[src/rtl/mux_rr_arbiter.sv]
// mux_rr_arbiter: select generator for a 2:1 data mux.
//
// Arbitrates between two valid/ready request streams. It registers the
// winning word into a single-entry output stage that has a valid/ready
// handshake. Round-robin fairness limits a source to BURST_LEN consecutive
// grants while the other source is also requesting.
//
// Optional feature macro: MUX_RR_ARBITER_LOCK_EN adds the `lock` input. When
// lock is high, the current owner keeps priority regardless of burst count.
//
// Ports:
//   clk, reset_n          clock (rising edge), async active-low reset
//   din_0/req_0/ack_0     source 0 data, valid, accept (ack is combinational)
//   din_1/req_1/ack_1     source 1 data, valid, accept (ack is combinational)
//   lock                  (macro only) hold priority with the current owner
//   sel                   registered mux select, last granted source
//   dout/dout_valid       registered output word and its valid
//   dout_ready            downstream accepts dout this cycle
module mux_rr_arbiter #(
  parameter int unsigned DATA_WIDTH = 8,
  parameter int unsigned BURST_LEN  = 4
) (
  input  logic                  clk,
  input  logic                  reset_n,
  input  logic [DATA_WIDTH-1:0] din_0,
  input  logic                  req_0,
  output logic                  ack_0,
  input  logic [DATA_WIDTH-1:0] din_1,
  input  logic                  req_1,
  output logic                  ack_1,
`ifdef MUX_RR_ARBITER_LOCK_EN
  input  logic                  lock,
`endif
  output logic                  sel,
  output logic [DATA_WIDTH-1:0] dout,
  output logic                  dout_valid,
  input  logic                  dout_ready
);

  localparam int unsigned CNT_W = 4;
  localparam logic [CNT_W-1:0] CNT_MAX   = '1;
  localparam logic [CNT_W-1:0] BURST_LIM = CNT_W'(BURST_LEN - 1);

  typedef enum logic [1:0] {
    ST_IDLE = 2'd0,
    ST_OWN0 = 2'd1,
    ST_OWN1 = 2'd2
  } state_t;

  state_t                  r_state;
  logic [CNT_W-1:0]        r_burst_cnt;
  logic                    r_sel;
  logic                    r_dout_valid;
  logic [DATA_WIDTH-1:0]   r_dout;

  logic                    w_load;
  logic                    w_both;
  logic                    w_owner;
  logic                    w_lock;
  logic                    w_keep;
  logic                    w_grant;
  logic                    w_gsel;
  logic                    w_same_owner;
  logic [CNT_W-1:0]        w_cnt_next;

`ifdef MUX_RR_ARBITER_LOCK_EN
  assign w_lock = lock;
`else
  assign w_lock = 1'b0;
`endif

  // Grant decode: pick the winner and drive the same-cycle acks.
  always_comb begin
    w_load       = !r_dout_valid || dout_ready;
    w_both       = req_0 && req_1;
    w_owner      = (r_state == ST_OWN1);
    w_keep       = (r_burst_cnt < BURST_LIM) || w_lock;
    w_grant      = w_load && (req_0 || req_1) && reset_n;
    w_gsel       = 1'b0;
    if (!w_both) begin
      w_gsel = req_1;
    end else if (r_state == ST_IDLE) begin
      w_gsel = 1'b0;
    end else begin
      w_gsel = w_keep ? w_owner : !w_owner;
    end
    ack_0        = w_grant && !w_gsel;
    ack_1        = w_grant && w_gsel;
    w_same_owner = ((r_state == ST_OWN0) && !w_gsel) ||
                   ((r_state == ST_OWN1) && w_gsel);
    // The count only grows under contention, so solo streams never force a switch.
    w_cnt_next   = '0;
    if (w_both && w_same_owner) begin
      w_cnt_next = (r_burst_cnt == CNT_MAX) ? CNT_MAX : r_burst_cnt + CNT_W'(1);
    end
  end

  // Ownership state, burst counter and the registered output stage.
  always_ff @(posedge clk or negedge reset_n) begin
    if (!reset_n) begin
      r_state      <= ST_IDLE;
      r_burst_cnt  <= '0;
      r_sel        <= 1'b0;
      r_dout_valid <= 1'b0;
      r_dout       <= '0;
    end else if (w_load) begin
      if (w_grant) begin
        r_state      <= w_gsel ? ST_OWN1 : ST_OWN0;
        r_burst_cnt  <= w_cnt_next;
        r_sel        <= w_gsel;
        r_dout_valid <= 1'b1;
        r_dout       <= w_gsel ? din_1 : din_0;
      end else begin
        r_state      <= ST_IDLE;
        r_dout_valid <= 1'b0;
      end
    end
  end

  assign sel        = r_sel;
  assign dout       = r_dout;
  assign dout_valid = r_dout_valid;

endmodule

[config.mk]
export PLATFORM = sky130hd
export DESIGN_NAME = mux_rr_arbiter
export DESIGN_NICKNAME = d
export VERILOG_FILES = /design/src/rtl/mux_rr_arbiter.sv
export SDC_FILE = /design/constraint.sdc
export NUM_CORES = 1
export LEC_CHECK = 0
export ABC_AREA = 1
export CAP_MARGIN = 40
export CORE_UTILIZATION = 40
export DETAILED_ROUTE_END_ITERATION = 10
export GPL_ROUTABILITY_DRIVEN = 0
export PLACE_DENSITY = 0.74
export SYNTH_ARGS = -nofsm -noshare
export SYNTH_HDL_FRONTEND = slang
export SYNTH_SLANG_ARGS = --single-unit
[constraint.sdc]
create_clock -name clk -period 1.8 [get_ports clk]
set_input_delay 0.18 -clock clk [delete_from_list [all_inputs] [get_ports clk]]
set_output_delay 0.18 -clock clk [all_outputs]
set_load 0.01 [all_outputs]
---- Word level (Yosys, flattened, before mapping) ----
Cells that the tools add are included.
storage, ports and cells
  memories kept ........................... 0
  RAM bits ................................ 0
  bits in latches ......................... 0
  input bits .............................. 21
  bits in read-only memories .............. 0
  flip-flop bits (word level) ............. 16
cells by class
  bitwise operators ....................... 0
  add/subtract/negate cells ............... 1
  equal/unequal tests ..................... 3
  div/mod/pow operators ................... 0
  multiply operators ...................... 0
  reductions and logical operators ........ 16
  shift operators ......................... 0
  magnitude comparators ................... 1
  mux-type cells .......................... 9
operators with widths
  kind                   count
  $logic_and A1 B1 Y1    8
  $mux W4                2
  $mux W8                1
  $add A4 B1 Y4 const B  1
  $eq A4 B4 Y1 const B   1
  $lt A4 B2 Y1 const B   1
  $mux W1                4
  $mux W2                2
  $logic_not A1 Y1       3
  $logic_or A1 B1 Y1     3
  $eq A2 B1 Y1 const B   1
  $eq A2 B2 Y1 const B   1
  $logic_not A2 Y1       1
  $reduce_and A2 Y1      1

---- Longest topological paths before layout ----
Gate-level depths: netlist of the first run.
  depth in word-level cells ............... 10
  gate-level depth with buffers ........... 9
  depth with buffers taken out ............ 9

---- Worst setup path before layout of the first run ----
OpenSTA, ideal clock, no wires.
  path kind ............................... reg-to-output
  start point ............................. register r_burst_cnt[0]
  end point ............................... output port ack_0
  arrival ................................. 1.181 ns
  setup slack ............................. 0.439 ns
  path buffers ............................ 0
  cell stages (with the launch flop) ...... 9
  path through ............................ dfrtp_1 > ha_1 > inv_1 > nand2_2 > nand2_2 > nand3_4 > nand2_8 > nand2_1 > inv_1
between the ends
  word-level cells in the longest chain between the ends .. 6
RTL lines
  element                   RTL line  RTL
  start: declaration        51        logic [CNT_W-1:0] r_burst_cnt;
  start signal: assignment  109       r_burst_cnt <= w_cnt_next;
  $lt A4 B2 Y1              77        w_keep = (r_burst_cnt < BURST_LIM) || w_lock;
  $mux W1                   85        w_gsel = w_keep ? w_owner : !w_owner;
  $mux W1                   82        end else if (r_state == ST_IDLE) begin
  $mux W1                   80        if (!w_both) begin
  $logic_not A1 Y1          87        ack_0 = w_grant && !w_gsel;
  $logic_and A1 B1 Y1       87
  end: declaration          27        output logic ack_0,
No other way between the ends.

---- Worst setup path after layout of the first run ----
Same ends and word-level chain as after synthesis.

==> impl_metrics.tcl, run 1 <==
set metrics [dict create \
    start_util_pct 43.0 \
    worstPathArrival_ns 1.53 \
    dieArea_mm2 0.00234 \
    p_leak_nw 0.645 \
    grt_use_total_pct 20.3 \
    insertion_delay_ns 0.28 \
    cts_tree "done" \
    p_total_mw 0.991 \
    setup_viol 0 \
    drtIter0Drc 33 \
    pre_cts_ws_ns -0.0690 \
    slew_headroom_pct 85.0 \
    syn_inst 96 \
    status "completed" \
    n_antenna_cell 0 \
    clock_skew_ns 0.00156 \
    maxCapViolations 0 \
    fmax_mhz 583 \
    cts_buffers 3 \
    ys_types 19 \
    postRouteWirelength_mm 2.22 \
    layout_commonest_cell "clkdlybuf4s50_1" \
    tns_ns 0 \
    synth_area_um2 861 \
    grt_pass1_vias 845 \
    grt_overflow 0 \
    rrSetupSlack_ns 0.27 \
    hold_viol 0 \
    dpl.cell_count 161 \
    cts_htree_levels 1 \
    die_y_um 48.4 \
    final_cell_mix "clkdlybuf4s50_1 (30), nand2_1 (20), nand3_1 (20), dfrtp_1 (16), buf_4 (11)" \
    grt_max_degree 18 \
    ant_nets 0 \
    syn_avg_cell_area_um2 8.97 \
    end_kind "output port" \
    die_w_um 48.4 \
    clockRootBuffer "clkbuf_4" \
    period_share_pct 95.2 \
    critPathRequiredTime_ns 1.62 \
    route.detailed.drc 0 \
    rows 16 \
    clk_path_buf_depth 2 \
    worst_slew_pin_slew_ns 0.223 \
    cts_sinks 16 \
    antenna_found_initial 0 \
    r2r_start "r_burst_cnt[0]" \
    critPathMaxFanout 2 \
    port-buffer-count 32 \
    ir_worst_vdd_uv 418 \
    grt_pass1_wl_mm 3.59 \
    fin_crit_ns 1.71 \
    r2r-end "r_burst_cnt[1]" \
    path_class "reg -> out" \
    first_pass_iters 4 \
    synthToLayoutAreaGrowth_pct 53.3 \
    fin_ws_ns 0.0859 \
    yosysSeqAreaShare_pct 46.5 \
    synth_nets 118 \
    clkSlewWorstSetupHoldPaths_ns 0.09 \
    synth-seq-cells 16 \
    power_density_mw_per_mm2 751 \
    nets 164 \
    vias_per_cell 5.09 \
    stdcell_count 168 \
    yosys_warnings 0 \
    num_vias 855 \
    ios 33 \
    drv_slew 0 \
    worstRegToRegCells 11 \
    drive_gt1_share_pct 24.8 \
    coreArea_mm2 0.00200 \
    whs_ns 0.268 \
    wire_per_inst_um 13.2 \
    startpoint_type "flop" \
    hold_path_class "in -> async" \
    hpwl_mm 1.58 \
]
[how the worst max path moves through the flow]
stage / from / end / slack [ns] / cells after the start
floorplan: r_burst_cnt[0] / ack_0 / 0.44 / 8
global placement: req_1 / ack_0 / -0.04 / 8
detailed placement: req_1 / ack_0 / -0.07 / 8
CTS: r_burst_cnt[1] / ack_0 / 0.05 / 10
global route: r_burst_cnt[1] / ack_0 / -0.002 / 10
finish: r_burst_cnt[0] / ack_0 / 0.09 / 10
[report_power, final]
group          leakage [nW]  internal, mW  total [mW]  switching [mW]
clock                0.0210         0.123       0.235           0.112
sequential            0.205         0.407       0.439          0.0324
combinational         0.418         0.175       0.317           0.141
total                 0.645         0.705       0.991           0.286
[layer usage]
layer	global-route usage (%)	wire, µm	vias to the layer above
met1	24.6	920	415
met4	6.86	10	0
met3	4.40	131	2
met2	35.4	1160	29
met5	0	0	-
li1	-	-	409
[through the flow]
| stage | area, µm² | util (%) |
|---|---|---|
| final | 1320 | 65.9 |
| after global routing | 1320 | 65.9 |
| after CTS | 1290 | 64.6 |
| after detailed placement | 1250 | 62.4 |
| after global placement | 1250 | 62.4 |
| after floorplan | 861 | - |
[flip-flops by register name (all words and copies together), names as in the netlist]
name and count:
sel 1, dout_valid 1, dout 8, r_burst_cnt 4
r_state 2
[cell families (layout without fill, tap and decap cells)]
logic type,Yosys count,after routing,synth area share [%]
AO/OA/AOI/OAI,4,4,2.32
flip-flops,16,16,46.5
adder cells (fa/ha/maj),1,1,1.45
AND/OR/NAND/NOR,62,62,41.1
buffers and inverters,13,58,8.58
[synthesized netlist by cell type]
master / count / area share (%)
a21oi_1: 3 / 1.7
buf_6: 3 / 3.9
dfrtp_1: 16 / 47
ha_1: 1 / 1.5
inv_1: 8 / 3.5
inv_2: 1 / 0.44
inv_4: 1 / 0.73
nand2_1: 21 / 9.2
nand2_2: 4 / 2.9
nand2_4: 1 / 1.3
nand2_8: 1 / 2.3
nand3_1: 22 / 13
nand3_4: 1 / 2.0
nand4_1: 8 / 5.8
nor2_1: 1 / 0.44
nor2_2: 1 / 0.73
nor2_4: 1 / 1.3
nor2_8: 1 / 2.3
o21ai_0: 1 / 0.58
[critical path, cell delays in order, from the launching register on]
cell and delay, ns:
dfrtp_1 0.41, ha_2 0.20, inv_2 0.06, nand2_2 0.05, nand2_2 0.07, nand3_4 0.07, buf_6 0.13, nand2_8 0.05
nand2_2 0.05, inv_2 0.04, buf_2 0.11
[layout make-up]
| class | count | area [µm²] |
|---|---|---|
| Inverter | 10 | 40.0 |
| Multi-Input combinational cell | 67 | 402 |
| Timing Repair Buffer | 44 | 408 |
| Clock buffer | 4 | 36.3 |
| Fill cell | 168 | 682 |
| Sequential cell | 16 | 400 |
| Tap cell | 27 | 33.8 |
[what timing repair did]
item | in CTS | in global routing
endpoints found under the setup margin | 2 | 2
hold buffers | 0 | 0
pin swaps | 2 | 2
gates resized for setup | 8 | 4
setup buffers | 1 | 2
No activity file was read; power rests on OpenSTA's default activity.
==> inputs of run 2 (changes only) <==
CTS_CLUSTER_DIAMETER = 80   (was unset)
SLEW_MARGIN = 20   (was unset)
==> results of run 2 <==
Final layout, timing and power as in run 1 (identical DEF).
